==> config.mk <==
export PLATFORM = sky130hd
export DESIGN_NAME = clock_init_sequencer_flat
export DESIGN_NICKNAME = d
export VERILOG_FILES = /design/src/rtl/clock_init_sequencer_pkg.sv /design/src/rtl/clock_init_sequencer_if.sv /design/src/rtl/clk_div_channel.sv /design/src/rtl/clock_init_sequencer.sv /design/src/flat_wrapper.sv
export SDC_FILE = /design/constraint.sdc
export NUM_CORES = 1
export LEC_CHECK = 0
export CAP_MARGIN = 20
export CORE_AREA = 2 2 130 100
export DETAILED_ROUTE_END_ITERATION = 8
export DIE_AREA = 0 0 132 102
export PLACE_DENSITY = 0.68
export SLEW_MARGIN = 5
export SYNTH_ARGS = -nofsm -noshare
export SYNTH_HDL_FRONTEND = slang
export SYNTH_SLANG_ARGS = --single-unit
==> constraint.sdc <==
create_clock -name clk_in -period 5.1 [get_ports clk_in]
set_input_delay 1.02 -clock clk_in [delete_from_list [all_inputs] [get_ports clk_in]]
set_output_delay 1.02 -clock clk_in [all_outputs]
set_load 0.02 [all_outputs]
==> src/rtl/clock_init_sequencer_pkg.sv <==
// xm23_clk_pkg: shared state encoding and default constants for the clock/init sequencer
package xm23_clk_pkg;
  typedef enum logic [1:0] {
    FORCE = 2'b00,
    RUN   = 2'b01,
    HALT  = 2'b10
  } state_t;
  localparam int DFLT_DIV = 3;
  localparam logic [14:0] DFLT_FORCE_VALUE = 15'h7FFF;
endpackage

==> src/rtl/clock_init_sequencer_if.sv <==
// clock_init_sequencer_if: control inputs and tick/force/status outputs of the sequencer
interface clock_init_sequencer_if #(
  parameter int NUM_CH = 2,
  parameter int DIV_W  = 16,
  parameter int ADDR_W = 15
);
  logic [NUM_CH*DIV_W-1:0] div_i;
  logic                    run_i;
  logic                    step_i;
  logic [NUM_CH-1:0]       tick_o;
  logic [NUM_CH-1:0]       clk_o;
  logic                    force_o;
  logic [ADDR_W-1:0]       force_addr_o;
  logic [1:0]              state_o;
  logic                    led_o;
  modport master (
    output div_i, run_i, step_i,
    input  tick_o, clk_o, force_o, force_addr_o, state_o, led_o
  );
  modport slave (
    input  div_i, run_i, step_i,
    output tick_o, clk_o, force_o, force_addr_o, state_o, led_o
  );
endinterface

==> src/rtl/clk_div_channel.sv <==
// clk_div_channel: one divider channel with period-aligned divide latch, gated tick and square wave
module clk_div_channel
  import xm23_clk_pkg::*;
#(
  parameter int DIV_W       = 16,
  parameter int DEFAULT_DIV = DFLT_DIV
) (
  input  logic             clk_in,
  input  logic             init,
  input  logic [DIV_W-1:0] div,
  input  logic             en,
  output logic             wrap,
  output logic             tick,
  output logic             sq
);
  logic [DIV_W-1:0] cnt;
  logic [DIV_W-1:0] div_q;
  logic [DIV_W-1:0] lim;
  assign lim  = (div_q == '0) ? '0 : div_q - DIV_W'(1);
  assign wrap = cnt == lim;
  always_ff @(posedge clk_in or posedge init) begin
    if (init) begin
      cnt   <= '0;
      div_q <= DIV_W'(DEFAULT_DIV);
      tick  <= 1'b0;
      sq    <= 1'b0;
    end else begin
      cnt   <= wrap ? '0 : cnt + DIV_W'(1);
      div_q <= wrap ? div : div_q;
      tick  <= wrap & en;
      sq    <= sq ^ (wrap & en);
    end
  end
endmodule

==> src/rtl/clock_init_sequencer.sv <==
// clock_init_sequencer: multi-channel clock enables with PC-force init, run/halt/step gating and heartbeat
module clock_init_sequencer
  import xm23_clk_pkg::*;
#(
  parameter int                NUM_CH      = 2,
  parameter int                DIV_W       = 16,
  parameter int                DEFAULT_DIV = DFLT_DIV,
  parameter int                FORCE_TICKS = 1,
  parameter int                ADDR_W      = 15,
  parameter logic [ADDR_W-1:0] FORCE_VALUE = DFLT_FORCE_VALUE,
  parameter int                LED_TICKS   = 1
) (
  input logic                   clk_in,
  input logic                   init,
  clock_init_sequencer_if.slave bus
);
  localparam int FW = $clog2(FORCE_TICKS + 1);
  localparam int LW = $clog2(LED_TICKS + 1);
  state_t            state, state_n;
  logic [FW-1:0]     force_cnt, force_cnt_n;
  logic [LW-1:0]     led_cnt, led_cnt_n;
  logic              led_q, led_n;
  logic              step_prev, step_pend, step_pend_n;
  logic              step_edge, pass, force_last, led_last;
  logic [NUM_CH-1:0] wrap, en, tick, sq;
  logic              unused_wrap;
  genvar c;
  generate
    for (c = 0; c < NUM_CH; c++) begin : g_ch
      clk_div_channel #(
        .DIV_W      (DIV_W),
        .DEFAULT_DIV(DEFAULT_DIV)
      ) u_ch (
        .clk_in(clk_in),
        .init  (init),
        .div   (bus.div_i[c*DIV_W +: DIV_W]),
        .en    (en[c]),
        .wrap  (wrap[c]),
        .tick  (tick[c]),
        .sq    (sq[c])
      );
    end
  endgenerate
  assign unused_wrap = ^wrap;
  assign step_edge   = bus.step_i & ~step_prev;
  assign pass        = wrap[0] & en[0];
  assign force_last  = force_cnt == FW'(FORCE_TICKS - 1);
  assign led_last    = led_cnt == LW'(LED_TICKS - 1);
  always_comb begin
    en          = '1;
    en[0]       = (state != HALT) || step_pend;
    state_n     = (state == FORCE) ? ((pass && force_last) ? (bus.run_i ? RUN : HALT) : FORCE)
                                   : (bus.run_i ? RUN : HALT);
    force_cnt_n = (state == FORCE && pass) ? force_cnt + FW'(1) : force_cnt;
    led_cnt_n   = pass ? (led_last ? '0 : led_cnt + LW'(1)) : led_cnt;
    led_n       = led_q ^ (pass && led_last);
    step_pend_n = (state_n == RUN) ? 1'b0
                : (state == HALT) ? (step_pend ? !wrap[0] : step_edge)
                : step_pend;
  end
  always_ff @(posedge clk_in or posedge init) begin
    if (init) begin
      state     <= FORCE;
      force_cnt <= '0;
      led_cnt   <= '0;
      led_q     <= 1'b0;
      step_prev <= 1'b0;
      step_pend <= 1'b0;
    end else begin
      state     <= state_n;
      force_cnt <= force_cnt_n;
      led_cnt   <= led_cnt_n;
      led_q     <= led_n;
      step_prev <= bus.step_i;
      step_pend <= step_pend_n;
    end
  end
  assign bus.tick_o       = tick;
  assign bus.clk_o        = sq;
  assign bus.state_o      = state;
  assign bus.force_o      = state == FORCE;
  assign bus.force_addr_o = (state == FORCE) ? FORCE_VALUE : '0;
  assign bus.led_o        = led_q;
endmodule

==> src/flat_wrapper.sv <==
// flat-port wrapper written by rule: the top's interface ports become plain ports
module clock_init_sequencer_flat import xm23_clk_pkg::*;
#(
  parameter int                NUM_CH      = 2,
  parameter int                DIV_W       = 16,
  parameter int                DEFAULT_DIV = DFLT_DIV,
  parameter int                FORCE_TICKS = 1,
  parameter int                ADDR_W      = 15,
  parameter logic [ADDR_W-1:0] FORCE_VALUE = DFLT_FORCE_VALUE,
  parameter int                LED_TICKS   = 1
)
  (clk_in, init, bus_div_i, bus_run_i, bus_step_i, bus_tick_o, bus_clk_o, bus_force_o, bus_force_addr_o, bus_state_o, bus_led_o);
  clock_init_sequencer_if #(.NUM_CH(NUM_CH), .DIV_W(DIV_W), .ADDR_W(ADDR_W)) bus_i ();
  input logic clk_in;
  input logic init;
  input wire logic [$bits(bus_i.div_i)-1:0] bus_div_i;
  input wire logic [$bits(bus_i.run_i)-1:0] bus_run_i;
  input wire logic [$bits(bus_i.step_i)-1:0] bus_step_i;
  output wire logic [$bits(bus_i.tick_o)-1:0] bus_tick_o;
  output wire logic [$bits(bus_i.clk_o)-1:0] bus_clk_o;
  output wire logic [$bits(bus_i.force_o)-1:0] bus_force_o;
  output wire logic [$bits(bus_i.force_addr_o)-1:0] bus_force_addr_o;
  output wire logic [$bits(bus_i.state_o)-1:0] bus_state_o;
  output wire logic [$bits(bus_i.led_o)-1:0] bus_led_o;
  assign bus_i.div_i = bus_div_i;
  assign bus_i.run_i = bus_run_i;
  assign bus_i.step_i = bus_step_i;
  assign bus_tick_o = bus_i.tick_o;
  assign bus_clk_o = bus_i.clk_o;
  assign bus_force_o = bus_i.force_o;
  assign bus_force_addr_o = bus_i.force_addr_o;
  assign bus_state_o = bus_i.state_o;
  assign bus_led_o = bus_i.led_o;
  clock_init_sequencer #(.NUM_CH(NUM_CH), .DIV_W(DIV_W), .DEFAULT_DIV(DEFAULT_DIV), .FORCE_TICKS(FORCE_TICKS), .ADDR_W(ADDR_W), .FORCE_VALUE(FORCE_VALUE), .LED_TICKS(LED_TICKS)) u_core (.clk_in(clk_in), .init(init), .bus(bus_i));
endmodule
==> impl_metrics.py <==
metrics = {
    "run_status": {
        "outcome": "finished, final reports clean",
    },
    "die": {
        "dieArea_um2": 13500,
        "core_area_um2": 12100,
        "io_pins": 59,
        "die_h_um": 102,
        "num_rows": 35,
        "die_x_um": 132,
        "initial_core_util": 0.394,
    },
    "detailed_routing": {
        "vias": 3890,
        "wirelength_um": 11200,
        "highest_layer": "met4",
        "met1_length_um": 5620,
        "route.met3.wl_um": 811,
        "route.met2.wl_um": 4710,
        "drc_errors": 0,
        "drt-initial-drc-count": 241,
        "ant_nets": 0,
        "wl_per_cell_um": 15.9,
        "first_pass_iters": 5,
        "vias_per_cell": 5.51,
    },
    "logic_synthesis": {
        "synth_seq_cells": 74,
        "yosysSeqAreaShare": 0.388,
        "synth_compound_area_frac": 0.0935,
        "yosysMostFrequentCell": "dfrtp_1",
        "synthDistinctLibCells": 61,
        "synth_top_family_by_area": "simple AND/OR/NAND/NOR gates",
        "synth_area_per_cell_um2": 9.41,
        "syn-instance-count": 508,
        "synth_fa_ha_area_frac": 0.0105,
        "synth_xor_area_frac": 0.115,
        "synth_fp_nets": 548,
        "synth_commonest_cells": "70 x dfrtp_1, 59 x nor2_1, 35 x xor2_1",
        "synth_edf_count": 0,
        "yosys.area_share.simple": 0.233,
        "synth_top_area_cell": "dfrtp_1",
        "muxShareOfSynthArea": 0.0948,
        "netlist_area_um2": 4780,
        "synth-main-ff-cell": "dfrtp_1",
        "synthArstFlopShare": 1.00,
        "synthTopCellsByArea": "dfrtp_1 37%, mux2_2 6.8%, xor2_1 6.4%",
        "synth.top_cell.area_share": 0.366,
        "yosysWarnings": 0,
    },
    "global_route": {
        "grt_pass1_wl_um": 18800,
        "grtUsageTotal": 0.174,
        "grt.overflow.total": 0,
        "antenna_found_initial": 0,
        "grt_max_degree": 43,
        "grt_pass1_vias": 3625,
    },
    "clocking": {
        "clk_latency_ns": 0.33,
        "cts-root-buf": "clkbuf_16",
        "cts_resized": 0,
        "cts.path.max_buffers": 2,
        "cts_tree": "yes",
        "cts_buffers": 9,
        "clkTransAtPathRegs_ns": 0.06,
        "holdBufCountCts": 0,
        "cts_num_sinks": 74,
        "post_cts_buffers": 0,
        "cts_max_level": 3,
    },
    "sta": {
        "slew_headroom": 0.365,
        "drv_slew": 0,
        "finalCritPeriodShare": 0.819,
        "fin_ws_ns": 0.921,
        "fin_crit_ns": 4.18,
        "max_freq_mhz": 239,
        "setup_violations": 0,
        "tns_ns": 0,
        "worst_pin_slew_ns": 0.950,
        "hold_viol_final": 0,
        "fin_skew_ns": 0.00605,
        "finalHoldWorstSlack_ns": 0.477,
        "grt_setup_unrepaired": "no",
    },
    "cells_and_area": {
        "fin_cells": 706,
        "area_growth_pct": 19.1,
        "drive_above_1_share": 0.122,
        "nets": 575,
        "design_area_um2": 5690,
        "antenna_cells": 0,
    },
    "placement": {
        "postPlaceCellArea_um2": 5340,
        "gp_congestion": 0.983,
        "place_ws_ns": 1.03,
        "placed_cells": 689,
        "hpwlAfterDp_um": 8370,
        "port_buffers": 58,
    },
    "setup_path": {
        "timing.rr.start": "u_core.g_ch[0].u_ch.div_q[8]$_DFFE_PP0N_",
        "required_ns": 5.31,
        "crit_path_max_fanout": 21,
        "endpoint_kind": "flop",
        "crit_path_frequent_cell": "or4_1",
        "crit_chain": "nor4_1, nand4_1, mux2i_1, or4_1, or4_1, nor4_4, buf_4, mux2_2",
        "critPathBufInv": 1,
        "crit_arrival_ns": 4.39,
        "cp_slowest_cell": "nor4_1",
        "slowest_delay_ns": 0.80,
        "reg2reg_setup_slack_ns": 0.92,
        "startpoint_type": "flop",
        "reg2regPathDepth": 8,
        "crit_family": "simple AND/OR/NAND/NOR gates",
        "r2r_end": "u_core.g_ch[0].u_ch.div_q[8]$_DFFE_PP0N_",
        "path_class": "flop to flop",
    },
    "pwr": {
        "leakagePower_nw": 2.34,
        "power.density_nw_per_um2": 282,
        "vdd_drop_max_mv": 0.165,
    },
    "worst_hold_path": {
        "hp-class": "flop to flop",
        "whs_path_depth": 1,
        "min_to": "u_core.g_ch[1].u_ch.sq$_DFF_PP0_",
        "worstHoldStart": "u_core.g_ch[1].u_ch.sq$_DFF_PP0_",
    },
    "flow_run": {
        "maxCapViolations": 0,
    },
}
## report_power, final
group	internal, mW	total [mW]	switching [mW]
registers	0.613	0.660	0.0472
logic	0.111	0.211	0.100
clock network	0.491	0.735	0.245
total	1.21	1.61	0.392
## cells by family (layout without fill, tap and decap cells)
family,after synthesis,count (layout)
AOI/OAI and AO/OA,66,66
xor gates and xnor gates,63,63
adders and majority gates,4,4
buffers and inverters,57,89
DFF,74,74
muxes,41,41
and+or+nand+nor,203,203
## metrics by stage
stage	util	power, mW
after floorplan	-	0.815
after global placement	0.440	0.876
after detailed placement	0.440	0.882
after CTS	0.469	1.62
after global routing	0.469	1.67
final	0.469	1.61
## layout by cell type (no fill, tap or decap), drive strengths merged, types with 3 or more instances in the layout
cell type	count
o211ai	3
o22ai	3
ha	4
or4	13
nor4b	4
nor2	59
nor3	12
nand3	24
mux2i	7
xor2	35
clkdlybuf4s50	58
clkbuf	12
a2111oi	3
or3b	3
dfrtp	70
and3	10
o32ai	4
mux2	34
a21oi	21
buf	5
nor2b	3
dfstp	4
xnor2	28
nand4	11
o21ai	10
bufinv	3
nor4	16
nand2	33
nand2b	3
inv	9
## worst max path at each step
stage	from	to	slack, ns	depth (start not counted)
floorplan	u_core.g_ch[0].u_ch.div_q[8]$_DFFE_PP0N_	u_core.g_ch[0].u_ch.div_q[2]$_DFFE_PP0N_	1.36	9
global placement	u_core.g_ch[0].u_ch.div_q[8]$_DFFE_PP0N_	u_core.g_ch[0].u_ch.div_q[14]$_DFFE_PP0N_	1.24	8
detailed placement	u_core.g_ch[0].u_ch.div_q[8]$_DFFE_PP0N_	u_core.g_ch[0].u_ch.div_q[12]$_DFFE_PP0N_	1.03	8
CTS	u_core.g_ch[0].u_ch.div_q[8]$_DFFE_PP0N_	u_core.g_ch[0].u_ch.div_q[8]$_DFFE_PP0N_	0.96	8
global route	u_core.g_ch[0].u_ch.div_q[8]$_DFFE_PP0N_	u_core.g_ch[0].u_ch.div_q[13]$_DFFE_PP0N_	0.65	8
finish	u_core.g_ch[0].u_ch.div_q[8]$_DFFE_PP0N_	u_core.g_ch[0].u_ch.div_q[8]$_DFFE_PP0N_	0.92	8
## cell type report
class                      instances  area [um^2]
clock buffer                      11          243
clock inverter                     5          103
fill                            1127         6440
inverter                           9         33.8
multi-input combinational        377         2620
sequential                        74         1860
tap                              166          208
timing repair buffer              64          623
## routing by layer
layer / global-route usage / vias to the layer above
li1: - / 1853
met1: 0.260 / 1886
met2: 0.253 / 139
met3: 0.0407 / 12
met4: 0.0418 / 0
met5: 0 / -
## flip-flops by register name, indices dropped and copies added (netlist names), 2 cells and up
| name | flops |
|---|---|
| u_core.g_ch.u_ch.cnt | 32 |
| u_core.g_ch.u_ch.div_q | 32 |
| u_core.bus.state_o | 2 |
| u_core.g_ch.u_ch.tick | 2 |
| u_core.g_ch.u_ch.sq | 2 |
Note: power is estimated with default switching activity, not from simulation.
